## src/rtl/mem_port_arbiter_pkg.sv

```systemverilog
// mem_port_arbiter_pkg: memory widths, access-size codes and default read latency
// shared by the arbiter, its interface and the pick logic.
package mem_port_arbiter_pkg;
    localparam int MEM_ADDR_WIDTH = 16;
    localparam int MEM_DATA_WIDTH = 32;
    localparam int RD_LAT_DEFAULT = 2;
    typedef enum logic [1:0] {
        DW_BYTE  = 2'd0,
        DW_HALF  = 2'd1,
        DW_WORD  = 2'd2,
        DW_DWORD = 2'd3
    } dw_e;
endpackage

```

## src/rtl/mem_port_arbiter_if.sv

```systemverilog
// mem_port_arbiter_if: requester-side bus, flattened per requester, plus
// the grant and read-return signals.
interface mem_port_arbiter_if
    import mem_port_arbiter_pkg::*;
#(
    parameter int N_REQ  = 2,
    parameter int ADDR_W = MEM_ADDR_WIDTH,
    parameter int DATA_W = MEM_DATA_WIDTH
);
    logic [N_REQ-1:0]        req;
    logic [N_REQ-1:0]        req_we;
    logic [2*N_REQ-1:0]      req_dw;
    logic [ADDR_W*N_REQ-1:0] req_addr;
    logic [DATA_W*N_REQ-1:0] req_wdata;
    logic [N_REQ-1:0]        gnt;
    logic [N_REQ-1:0]        rvalid;
    logic [DATA_W-1:0]       rdata;
    modport master (output req, req_we, req_dw, req_addr, req_wdata, input gnt, rvalid, rdata);
    modport slave  (input req, req_we, req_dw, req_addr, req_wdata, output gnt, rvalid, rdata);
endinterface

```

## src/rtl/mem_port_arbiter_rr_priority_pick.sv

```systemverilog
// rr_priority_pick: round-robin search starting at ptr, wrapping modulo N;
// returns the first requester found as a one-hot grant and an index.
module rr_priority_pick #(
    parameter int N = 2
) (
    input  logic [N-1:0]         req,
    input  logic [$clog2(N)-1:0] ptr,
    output logic [N-1:0]         gnt,
    output logic [$clog2(N)-1:0] idx,
    output logic                 any
);
    localparam int IW = $clog2(N);
    logic [IW:0] pos;
    always_comb begin
        idx = '0;
        any = 1'b0;
        pos = '0;
        // scan from the farthest offset back so the nearest hit to ptr wins
        for (int k = N - 1; k >= 0; k--) begin
            pos = {1'b0, ptr} + (IW+1)'(k);
            pos = (pos >= (IW+1)'(N)) ? pos - (IW+1)'(N) : pos;
            if (req[pos[IW-1:0]]) begin
                idx = pos[IW-1:0];
                any = 1'b1;
            end
        end
        gnt = any ? N'(1) << idx : '0;
    end
endmodule

```

## src/rtl/mem_port_arbiter.sv

```systemverilog
// mem_port_arbiter: round-robin sharing of one memory port among N_REQ requesters;
// a valid/id shift register routes each read word back to the requester that issued it.
module mem_port_arbiter
    import mem_port_arbiter_pkg::*;
#(
    parameter int N_REQ  = 2,
    parameter int ADDR_W = MEM_ADDR_WIDTH,
    parameter int DATA_W = MEM_DATA_WIDTH,
    parameter int RD_LAT = RD_LAT_DEFAULT
) (
    input  logic                 clk,
    input  logic                 reset,
    mem_port_arbiter_if.slave    bus,
    output logic                 mem_we,
    output logic [1:0]           mem_dw,
    output logic [ADDR_W-1:0]    mem_addr,
    output logic [DATA_W-1:0]    mem_in,
    input  logic [DATA_W-1:0]    mem_out
);
    localparam int IW = $clog2(N_REQ);
    logic [IW-1:0]              rr_ptr_q, rr_ptr_d, pick_idx;
    logic [N_REQ-1:0]           pick_gnt;
    logic                       pick_any, quiet_q, take;
    logic [RD_LAT-1:0]          vld_q, vld_d;
    logic [RD_LAT-1:0][IW-1:0]  id_q, id_d;

    rr_priority_pick #(.N(N_REQ)) u_pick (
        .req (bus.req),
        .ptr (rr_ptr_q),
        .gnt (pick_gnt),
        .idx (pick_idx),
        .any (pick_any)
    );

    always_comb begin
        // the port stays silent during reset and for one cycle after release
        take       = pick_any & ~reset & ~quiet_q;
        bus.gnt    = take ? pick_gnt : '0;
        mem_we     = take & bus.req_we[pick_idx];
        mem_dw     = take ? bus.req_dw[2*pick_idx +: 2] : DW_BYTE;
        mem_addr   = take ? bus.req_addr[ADDR_W*pick_idx +: ADDR_W] : '0;
        mem_in     = take ? bus.req_wdata[DATA_W*pick_idx +: DATA_W] : '0;
        rr_ptr_d   = !take ? rr_ptr_q : (pick_idx == IW'(N_REQ - 1)) ? '0 : pick_idx + 1'b1;
        vld_d[0]   = take & ~bus.req_we[pick_idx];
        id_d[0]    = pick_idx;
        for (int s = 1; s < RD_LAT; s++) begin
            vld_d[s] = vld_q[s-1];
            id_d[s]  = id_q[s-1];
        end
        bus.rvalid = (vld_q[RD_LAT-1] & ~reset) ? N_REQ'(1) << id_q[RD_LAT-1] : '0;
        bus.rdata  = mem_out;
    end

    always_ff @(posedge clk) begin
        if (reset) begin
            rr_ptr_q <= '0;
            quiet_q  <= 1'b1;
            vld_q    <= '0;
            id_q     <= '0;
        end else begin
            rr_ptr_q <= rr_ptr_d;
            quiet_q  <= 1'b0;
            vld_q    <= vld_d;
            id_q     <= id_d;
        end
    end
endmodule

```

## src/flat_wrapper.sv

```systemverilog
// flat-port wrapper written by rule: the top's interface ports become plain ports
module mem_port_arbiter_flat import mem_port_arbiter_pkg::*;
#(
    parameter int N_REQ  = 2,
    parameter int ADDR_W = MEM_ADDR_WIDTH,
    parameter int DATA_W = MEM_DATA_WIDTH,
    parameter int RD_LAT = RD_LAT_DEFAULT
)
  (clk, reset, mem_we, mem_dw, mem_addr, mem_in, mem_out, bus_req, bus_req_we, bus_req_dw, bus_req_addr, bus_req_wdata, bus_gnt, bus_rvalid, bus_rdata);
  mem_port_arbiter_if #(.N_REQ(N_REQ), .ADDR_W(ADDR_W), .DATA_W(DATA_W)) bus_i ();
  input  logic clk;
  input  logic reset;
  output logic mem_we;
  output logic [1:0] mem_dw;
  output logic [ADDR_W-1:0] mem_addr;
  output logic [DATA_W-1:0] mem_in;
  input  logic [DATA_W-1:0] mem_out;
  input wire logic [$bits(bus_i.req)-1:0] bus_req;
  input wire logic [$bits(bus_i.req_we)-1:0] bus_req_we;
  input wire logic [$bits(bus_i.req_dw)-1:0] bus_req_dw;
  input wire logic [$bits(bus_i.req_addr)-1:0] bus_req_addr;
  input wire logic [$bits(bus_i.req_wdata)-1:0] bus_req_wdata;
  output wire logic [$bits(bus_i.gnt)-1:0] bus_gnt;
  output wire logic [$bits(bus_i.rvalid)-1:0] bus_rvalid;
  output wire logic [$bits(bus_i.rdata)-1:0] bus_rdata;
  assign bus_i.req = bus_req;
  assign bus_i.req_we = bus_req_we;
  assign bus_i.req_dw = bus_req_dw;
  assign bus_i.req_addr = bus_req_addr;
  assign bus_i.req_wdata = bus_req_wdata;
  assign bus_gnt = bus_i.gnt;
  assign bus_rvalid = bus_i.rvalid;
  assign bus_rdata = bus_i.rdata;
  mem_port_arbiter #(.N_REQ(N_REQ), .ADDR_W(ADDR_W), .DATA_W(DATA_W), .RD_LAT(RD_LAT)) u_core (.clk(clk), .reset(reset), .bus(bus_i), .mem_we(mem_we), .mem_dw(mem_dw), .mem_addr(mem_addr), .mem_in(mem_in), .mem_out(mem_out));
endmodule
```

## config.mk

```make
export PLATFORM = sky130hd
export DESIGN_NAME = mem_port_arbiter_flat
export DESIGN_NICKNAME = d
export VERILOG_FILES = /design/src/rtl/mem_port_arbiter_pkg.sv /design/src/rtl/mem_port_arbiter_if.sv /design/src/rtl/mem_port_arbiter_rr_priority_pick.sv /design/src/rtl/mem_port_arbiter.sv /design/src/flat_wrapper.sv
export SDC_FILE = /design/constraint.sdc
export NUM_CORES = 1
export LEC_CHECK = 0
export BUFFER_PORTS_ARGS = -buffer_cell sky130_fd_sc_hd__buf_2
export CORE_AREA = 3 3 85 87
export CTS_BUF_LIST = sky130_fd_sc_hd__clkbuf_8 sky130_fd_sc_hd__clkbuf_16
export DETAILED_ROUTE_END_ITERATION = 12
export DIE_AREA = 0 0 88 90
export PLACE_DENSITY = 0.62
export SYNTH_ARGS = -nofsm -noshare
export SYNTH_HDL_FRONTEND = slang
export SYNTH_SLANG_ARGS = --single-unit
```

## constraint.sdc

```tcl
create_clock -name clk -period 1.17 [get_ports clk]
set_clock_uncertainty 0.1 [all_clocks]
set_input_delay 0 -clock clk [delete_from_list [all_inputs] [get_ports clk]]
set_output_delay 0 -clock clk [all_outputs]
set_load 0.02 [all_outputs]
```

# After elaboration in Yosys (flattened, before gate mapping)

Cells that the tools add are included.
Widths: inputs -> output; s select.

Bits in latches: 0
Memories: 0
Input bits: 138
Memory bits (writable): 0
ROM bits: 0
Flip-flop bits (word level): 6
Word-level logic and storage cells: 47

Add/subtract/negate cells: 4
Reduce and logical (&&, ||, !) cells: 0
Shift-type cells: 5
Div/mod/pow operators: 0
Equal/unequal tests: 0
Magnitude comparators: 5
Bitwise logic cells: 8
Muxes and demuxes: 20
Multipliers: 0

Operators with widths:

| operator            | count |
|---|---|
| $shiftx 64x7->32    | 1 |
| $mux 32             | 1 |
| $shiftx 32x6->16    | 1 |
| $mux 16             | 1 |
| $mux 1              | 14 |
| $mux 2              | 4 |
| $lt 1x2->1 const B  | 3 |
| $and 1x1->1         | 5 |
| $shiftx 4x3->2      | 1 |
| $shl 1x1->2 const A | 2 |
| $not 1->1           | 3 |
| $add 1x1->2 const B | 1 |
| $ge 1x2->1 const B  | 1 |
| $ge 2x2->1 const B  | 1 |
| $sub 1x1->1 const B | 2 |
| $add 1x1->1 const B | 1 |

# Longest topological paths before layout

Gate-level depths: netlist of the first run.

Depth after elaboration: 11
Mapped depth: 5

# By module

A second synthesis of the first run with hierarchy kept.

Cell total of the unflattened synthesis: 172
Area, all modules: 1306.3 um2

Modules (own cells, without submodules):

| module           | sequential area each (um2) | area each (um2) | cells an instance | instances |
|---|---|---|---|---|
| mem_port_arbiter | 120.1                      | 1273.7          | 167               | 1 |
| rr_priority_pick | 0.0                        | 32.5            | 5                 | 1 |

# Least setup slack after synthesis of the first run

OpenSTA, ideal clock, no wires.

Path type: reg2out
Start point: register u_core.rr_ptr_q
End point: output mem_addr[10]
Arrival time: 1.129 ns
Path buffers: 2
Cell stages (with the launch flop): 6
Setup slack: -0.059 ns
Required time: 1.070 ns
Cell sequence: dfxtp_1 nand2_1 and3_4 buf_6 buf_6 a22o_1

Longest elaborated chain between the ends: 10

Ends and longest elaborated chain:

| item                                                                | line                   | source |
|---|---|---|
| from (decl)                                                         | mem_port_arbiter.sv:21 | `logic [IW-1:0] rr_ptr_q, rr_ptr_d, pick_idx;` |
| from (signal assigned)                                              | mem_port_arbiter.sv:61 | `rr_ptr_q <= rr_ptr_d;` |
| parallel branches: the longest is 9 deep, another holds $add 1x1->2 | n/a                    |  |
| $mux 16 (*)                                                         | mem_port_arbiter.sv:41 | `mem_addr = take ? bus.req_addr[ADDR_W*pick_idx +: ADDR_W] : '0;` |
| to (decl)                                                           | flat_wrapper.sv:15     | `output logic [ADDR_W-1:0] mem_addr;` |

Every way passes the cells marked *. The select of a mux whose other input is x is not followed.

# Worst setup path after layout of the first run

Start point: register u_core.rr_ptr_q
End point: output mem_in[3]

Longest elaborated chain between the ends: 10

Ends and longest elaborated chain:

| item                                                                | line                   | source |
|---|---|---|
| parallel branches: the longest is 9 deep, another holds $add 1x1->2 | n/a                    |  |
| $mux 32 (*)                                                         | mem_port_arbiter.sv:42 | `mem_in = take ? bus.req_wdata[DATA_W*pick_idx +: DATA_W] : '0;` |
| to (decl)                                                           | flat_wrapper.sv:16     | `output logic [DATA_W-1:0] mem_in;` |

Marked as above.

==> qor.yml, run 1 <==
floorplan:
  dieArea_sq_mm: 0.00792
  initial_core_util_pct: 15.7
  die_w_um: 88
  core_sq_mm: 0.00642
  pin_count: 225
  row_count: 29
  die_y_um: 90
status:
  outcome: "complete, but fails checks"
  violations: "setup timing"
cells_and_area:
  antenna_cells: 0
  layout-area-overhead-vs-synth_pct: 191
  stdcell_area_sq_mm: 0.00295
  register_area_sq_um: 123
  final_util_pct: 45.9
  fillers: 565
  final_layout_size_suffix_gt1_share_pct: 80.4
  multi_input_area_sq_um: 983
  fin_nets: 426
global_routing:
  grt_pass1_vias: 1721
  grt_first_pass_wirelength_mm: 8.74
  grt_max_degree: 26
  grt_antenna_before_repair: 0
  gr-total-overflow: 0
  grt_usage_pct: 13.8
sta:
  min_period_over_period_pct: 130
  final.setup.worst_slack_ns: -0.349
  setup_tns_ns: -17.19
  timing_worst_slew_pin_value_ns: 0.263
  setup_viol: 54
  max_freq_ghz: 0.658
  hold_viol: 0
  whs_ns: 0.0398
  final_max_slew_viol_count: 0
  relSlewSlack_pct: 82.4
  rsz0062_at_grt: "yes"
  period_minus_slack_ns: 1.52
pwr:
  p_int_uw: 979
  p_seq_share_pct: 14.6
  combPwrFrac_pct: 65.3
  power_frac_clock_pct: 20.2
  switching_share_pct: 35.7
  p_leak_nw: 1.59
  p_switching_uw: 545
  ir_worst_vdd_v: 0.000307
  powerDensity_mw_per_mm2: 517
setup_path:
  path_delay_family: "compound AO/OA/AOI/OAI gates"
  critical_path.slowest_cell: "dfxtp_2"
  path_class: "reg2out"
  cp-end-kind: "output port"
  crit_start: "u_core.rr_ptr_q"
  required_ns: 1.07
  cp_max_fo: 25
  r2r_end: "u_core.vld_q[0]"
  path_buf_inv: 2
  rr_worst_depth: 5
  start_kind: "flip-flop"
  critPathArrivalTime_ns: 1.42
  r2r-start: "u_core.rr_ptr_q"
  r2r_setup_slack_ns: -0.24
  cpPeakStageDelay_ns: 0.32
  cp_cell_sequence: "o211a_4 > buf_12 > a22o_4 > buf_6"
clock_tree:
  insertion_delay_ns: 0.22
  cts.path.max_buffers: 2
  htreeDepth: 1
  clockRootBuffer: "clkbuf_8"
  clk_pin_slew_ns: 0.04
  clock_sinks: 6
  numCtsBuffers: 3
  cts_tree: "done"
detailed_routing:
  postRouteAntennaNets: 0
  finalWirelength_mm: 6.06
  vias_per_cell: 4.42
  num_vias: 1606
  drt-initial-drc-count: 15
  drc: 0
  avgRoutedWirePerCell_um: 16.7
  first_pass_iters: 4
synth:
  syn_nets: 256
  synthFlopType: "dfxtp_1"
  yosysTopAreaCellShare_pct: 45.0
  yosysSeqAreaShare_pct: 11.9
  synth_top_area_cell: "a22o_1"
  ys_warn_count: 0
  synth_cells: 118
  syn-mean-instance-area_sq_um: 8.57
  yosys.cell_types.count: 16
  syn-cell-area_sq_mm: 0.00101
  synth_enable_flop_cells: 0
  yosysMostFrequentCell: "a22o_1"
  synth-async-reset-ratio_pct: 0
  ys_ff_latch: 6
  synth_area_leaders: "a22o_1 45%, buf_4 25%, dfxtp_1 12%"
  netlist_top_cells_count: "52 x a22o_1, 33 x buf_4, 6 x buf_6, 6 x dfxtp_1, 5 x buf_2"
hold_path:
  holdPathEnd: "u_core.vld_q[1]"
  hp-class: "in2reg"
  hold_path.startpoint: "reset"
  min_path_cells: 2
placed_design:
  port_buffers: 160
  place_congestion: 0.696
  dp_hpwl_mm: 4.00
  dpl_worst_slack_ns: -0.167
  placed_area_sq_mm: 0.00210
flow_run:
  cap_violations: 0
==> per-stage QoR <==
stage	cells	power [mW]
after floorplan	118	0.745
after global placement	317	0.876
after global routing	363	1.60
final	363	1.52
after CTS	362	1.53
after detailed placement	317	0.886
==> what timing repair did <==
item                       4_1_cts  5_1_grt
resized for setup               98       10
hold buffers                    36        0
cloned                           3        0
hold endpoints to repair        37        0
setup buffers                    3        1
pin swaps                        1        1
setup endpoints to repair       54       54
==> worst reg2reg max path, stage by stage (launching register included) <==
cell,delay [ns]
dfxtp_2,0.32
o211a_4,0.32
buf_16,0.16
buf_6,0.12
buf_6,0.10
a22o_1,0.17
==> power groups by stage <==
| stage | combinational [mW] | clock [mW] | sequential [mW] |
|---|---|---|---|
| CTS | 0.982 | 0.322 | 0.222 |
| global route | 1.05 | 0.332 | 0.223 |
| floorplan | 0.522 | 0 | 0.223 |
| global placement | 0.652 | 0 | 0.224 |
| detailed placement | 0.662 | 0 | 0.224 |
| finish | 0.995 | 0.307 | 0.222 |
==> per-layer routing <==
metal | GRT usage, % | wire length, um | up-vias
li1 | - | - | 758
met4 | 0.767 | 6 | 0
met3 | 3.93 | 633 | 2
met5 | 0 | 0 | -
met1 | 14.0 | 1980 | 727
met2 | 27.9 | 3430 | 119
==> final cells by class <==
class                   instances  share of cell area [%]
clock buffers                   3                    1.40
flip-flops and latches          6                    4.16
inverters                       3                   0.382
well taps                      77                    3.27
multi-input cells              65                    33.4
repair buffers                209                    57.4
==> sequential cells by signal, summed over array words and instances (netlist names) <==
signal / flops
u_core.id_d: 1
u_core.id_q: 1
u_core.quiet_q: 1
u_core.rr_ptr_q: 1
u_core.vld_q: 2
==> kinds of logic (layout without fill, tap and decap cells) <==
| family | Yosys count | in the layout | share of synthesized area, % |
|---|---|---|---|
| AND/OR/NAND/NOR | 10 | 10 | 6.19 |
| buffers and inverters | 47 | 215 | 34.8 |
| AO/OA/AOI/OAI | 55 | 55 | 47.2 |
| flip-flops | 6 | 6 | 11.9 |
==> worst max-delay path by stage <==
| stage | end | depth (start not counted) |
|---|---|---|
| final | mem_in[3] | 4 |
| after global routing | mem_in[31] | 5 |
| after CTS | mem_in[3] | 4 |
| after detailed placement | mem_in[15] | 5 |
| after global placement | mem_in[15] | 5 |
| after floorplan | mem_addr[10] | 4 |
==> placed cells by master, fill, tap and decap left out, drive strengths merged <==
master	instances
and3b	1
clkbuf	3
nand2	1
nor3b	1
buf	173
dfxtp	6
o21ai	1
o211a	1
and2b	1
a22o	52
nor2b	2
dlygate4sd3	36
nor2	3
o22ai	1
and3	1
inv	3
(Power assumes the default switching activity.)
==> run 2, diff against run 1 <==
==> constraint.sdc (replaced) <==
create_clock -name clk -period 1.17 [get_ports clk]
set_clock_uncertainty 0.1 [all_clocks]
set_input_delay 0.0585 -clock clk [delete_from_list [all_inputs] [get_ports clk]]
set_output_delay 0.0585 -clock clk [all_outputs]
set_load 0.02 [all_outputs]
==> run 2 against run 1 <==
Compared with the run above: the flow still finishes with violations (setup timing); clock power fell by 1%; fmax fell by 2.7%; worst hold slack worse by 0.023 ns; critical path type unchanged; largest power group unchanged; via count is 8.4% lower.
==> qor.yml, run 2 (synthesis gave the netlist of run 1 again) <==
status:
  outcome: "complete, but fails checks"
  violations: "setup timing"
global_routing:
  grt_usage_pct: 10.8  # -2.9 points
  gr-total-overflow: 0  # unchanged
  grt_pass1_vias: 1485  # -14%
  grt_first_pass_wirelength_mm: 7.11  # -19%
  grt_max_degree: 28  # +7.7%
  grt_antenna_before_repair: 0  # unchanged
clock_tree:
  cts.path.max_buffers: 2  # unchanged
  clk_pin_slew_ns: 0.03  # about the same
  insertion_delay_ns: 0.22  # about the same
  numCtsBuffers: 3  # unchanged
  clock_sinks: 6  # unchanged
  cts_hold_buffers: 0  # -100%
  htreeDepth: 1  # unchanged
  clockRootBuffer: "clkbuf_8"
  cts_tree: "done"
detailed_routing:
  postRouteAntennaNets: 0  # unchanged
  drc: 0  # unchanged
  avgRoutedWirePerCell_um: 15.1  # -9.5%
  first_pass_iters: 3  # -1
  drt-initial-drc-count: 12  # -3
  finalWirelength_mm: 4.90  # -19%
  num_vias: 1471  # -8.4%
  vias_per_cell: 4.54  # +2.6%
placed_design:
  dp_hpwl_mm: 4.04  # +1.0%
  dpl_worst_slack_ns: -0.234  # -0.0676 ns
  place_congestion: 0.674  # -3.3%
  port_buffers: 160  # unchanged
pwr:
  ir_worst_vdd_v: 0.000299  # -2.6%
  p_leak_nw: 1.41  # -12%
  powerDensity_mw_per_mm2: 524  # +1.4%
  fin_total_pwr_mw: 1.29  # -15%
cells_and_area:
  final_layout_size_suffix_gt1_share_pct: 92.7  # +12 points
  largest_reg_flops: 2  # unchanged
  register_area_sq_um: 123  # unchanged
  fin_nets: 387  # -9.2%
  largest-register: "u_core.vld_q"
  mostFrequentLayoutCells: "119 x buf_2, 49 x a22o_4, 40 x buf_6"
  final_common_cell: "buf_2"
  multi_input_area_sq_um: 991  # +0.76%
  antenna_cells: 0  # unchanged
  fillers: 642  # +14%
  layout-area-overhead-vs-synth_pct: 144
setup_path:
  cp_max_fo: 23  # -8.0%
  r2r_setup_slack_ns: -0.06  # +0.18 ns
  r2r_end: "u_core.vld_q[0]"
  path_class: "reg2out"
  start_kind: "flip-flop"
  cp-end-kind: "output port"
  critPathArrivalTime_ns: 1.40  # -0.02 ns
  required_ns: 1.01  # -0.06 ns
  r2r-start: "u_core.rr_ptr_q"
  rr_worst_depth: 4  # -1
sta:
  hold_viol: 0  # unchanged
  rsz0062_at_grt: "yes"
  setup_viol: 54  # unchanged
  setup_tns_ns: -19.71  # -2.52 ns
  final.setup.worst_slack_ns: -0.391  # -0.0422 ns
  final_max_slew_viol_count: 0  # unchanged
  min_period_over_period_pct: 133  # +3.6 points
  timing_worst_slew_pin_value_ns: 0.189  # -0.0740 ns
  period_minus_slack_ns: 1.56  # +0.0422 ns
  max_freq_ghz: 0.641  # -2.7%
  relSlewSlack_pct: 87.4  # +5.0 points
floorplan:
  row_count: 29  # unchanged
  die_w_um: 88  # unchanged
  core_sq_mm: 0.00642  # unchanged
  dieArea_sq_mm: 0.00792  # unchanged
  die_y_um: 90  # unchanged
  pin_count: 225  # unchanged
  initial_core_util_pct: 15.7  # unchanged
hold_path:
  min_path_cells: 0  # -2
  hp-class: "in2out"
  hold_path.startpoint: "mem_out[13]"
  holdPathEnd: "bus_rdata[13]"
flow_run:
  cap_violations: 0  # unchanged
-- run 2: changes by cell type in the layout (fill, tap and decap cells not counted), sizes merged --
cell         before  now
dlygate4sd3      36    0
buf             173  170
-- run 2: final cells by class --
class | instances | share of cell area (%)
multi-input cells | 65 | 40.1
inverters | 3 | 0.456
clock buffers | 3 | 1.67
well taps | 77 | 3.90
repair buffers | 170 | 48.9
flip-flops and latches | 6 | 4.97
-- run 2: report_power, final --
group,internal [mW],switching (mW)
Sequential,0.217,0.00607
Combinational,0.430,0.339
Clock,0.220,0.0822
Total,0.867,0.427
-- run 2: how the worst max path moves through the flow --
stage	startpoint	endpoint	cells after the start
final	u_core.rr_ptr_q	mem_addr[13]	5
after global routing	u_core.quiet_q	mem_we	5
after CTS	u_core.rr_ptr_q	mem_addr[7]	5
after detailed placement	u_core.quiet_q	mem_addr[6]	5
after global placement	u_core.quiet_q	mem_in[4]	5
after floorplan	u_core.rr_ptr_q	mem_addr[10]	5
-- run 2: metal layers --
layer  part of all wire, %  wire, um  vias up  GRT usage [%]
met5                     0         0        -              0
met4                  0.90        44        0           1.66
met3                    13       658       10           2.93
met2                    55      2710      133           22.0
met1                    30      1480      647           10.5
li1                      -         -      681              -
-- run 2: timing repair --
| action | in CTS | in global routing |
|---|---|---|
| gates resized for setup | 69 | 19 |
| endpoints found under the setup margin | 54 | 55 |
| pin swaps | 1 | 0 |
| setup buffers | 0 | 0 |
| cloned | 1 | 0 |
-- run 2: worst max-delay path, stage by stage (launching register included) --
cell	delay [ns]
dfxtp_2	0.34
nand2_2	0.06
and3_4	0.22
buf_12	0.17
a22o_4	0.26
buf_6	0.13
-- run 2: metrics by stage --
step | hold slack [ns] | util (%) | cell area [sq um] | instances
3_5_place_dp | 0.0171 | 33.1 | 2120 | 320
3_3_place_gp | 0.0171 | 33.1 | 2120 | 320
5_1_grt | 0.0170 | 38.4 | 2470 | 324
2_1_floorplan | -0.0138 | - | 1500 | 118
4_1_cts | 0.0171 | 37.5 | 2410 | 324
6_report | 0.0170 | 38.4 | 2470 | 324
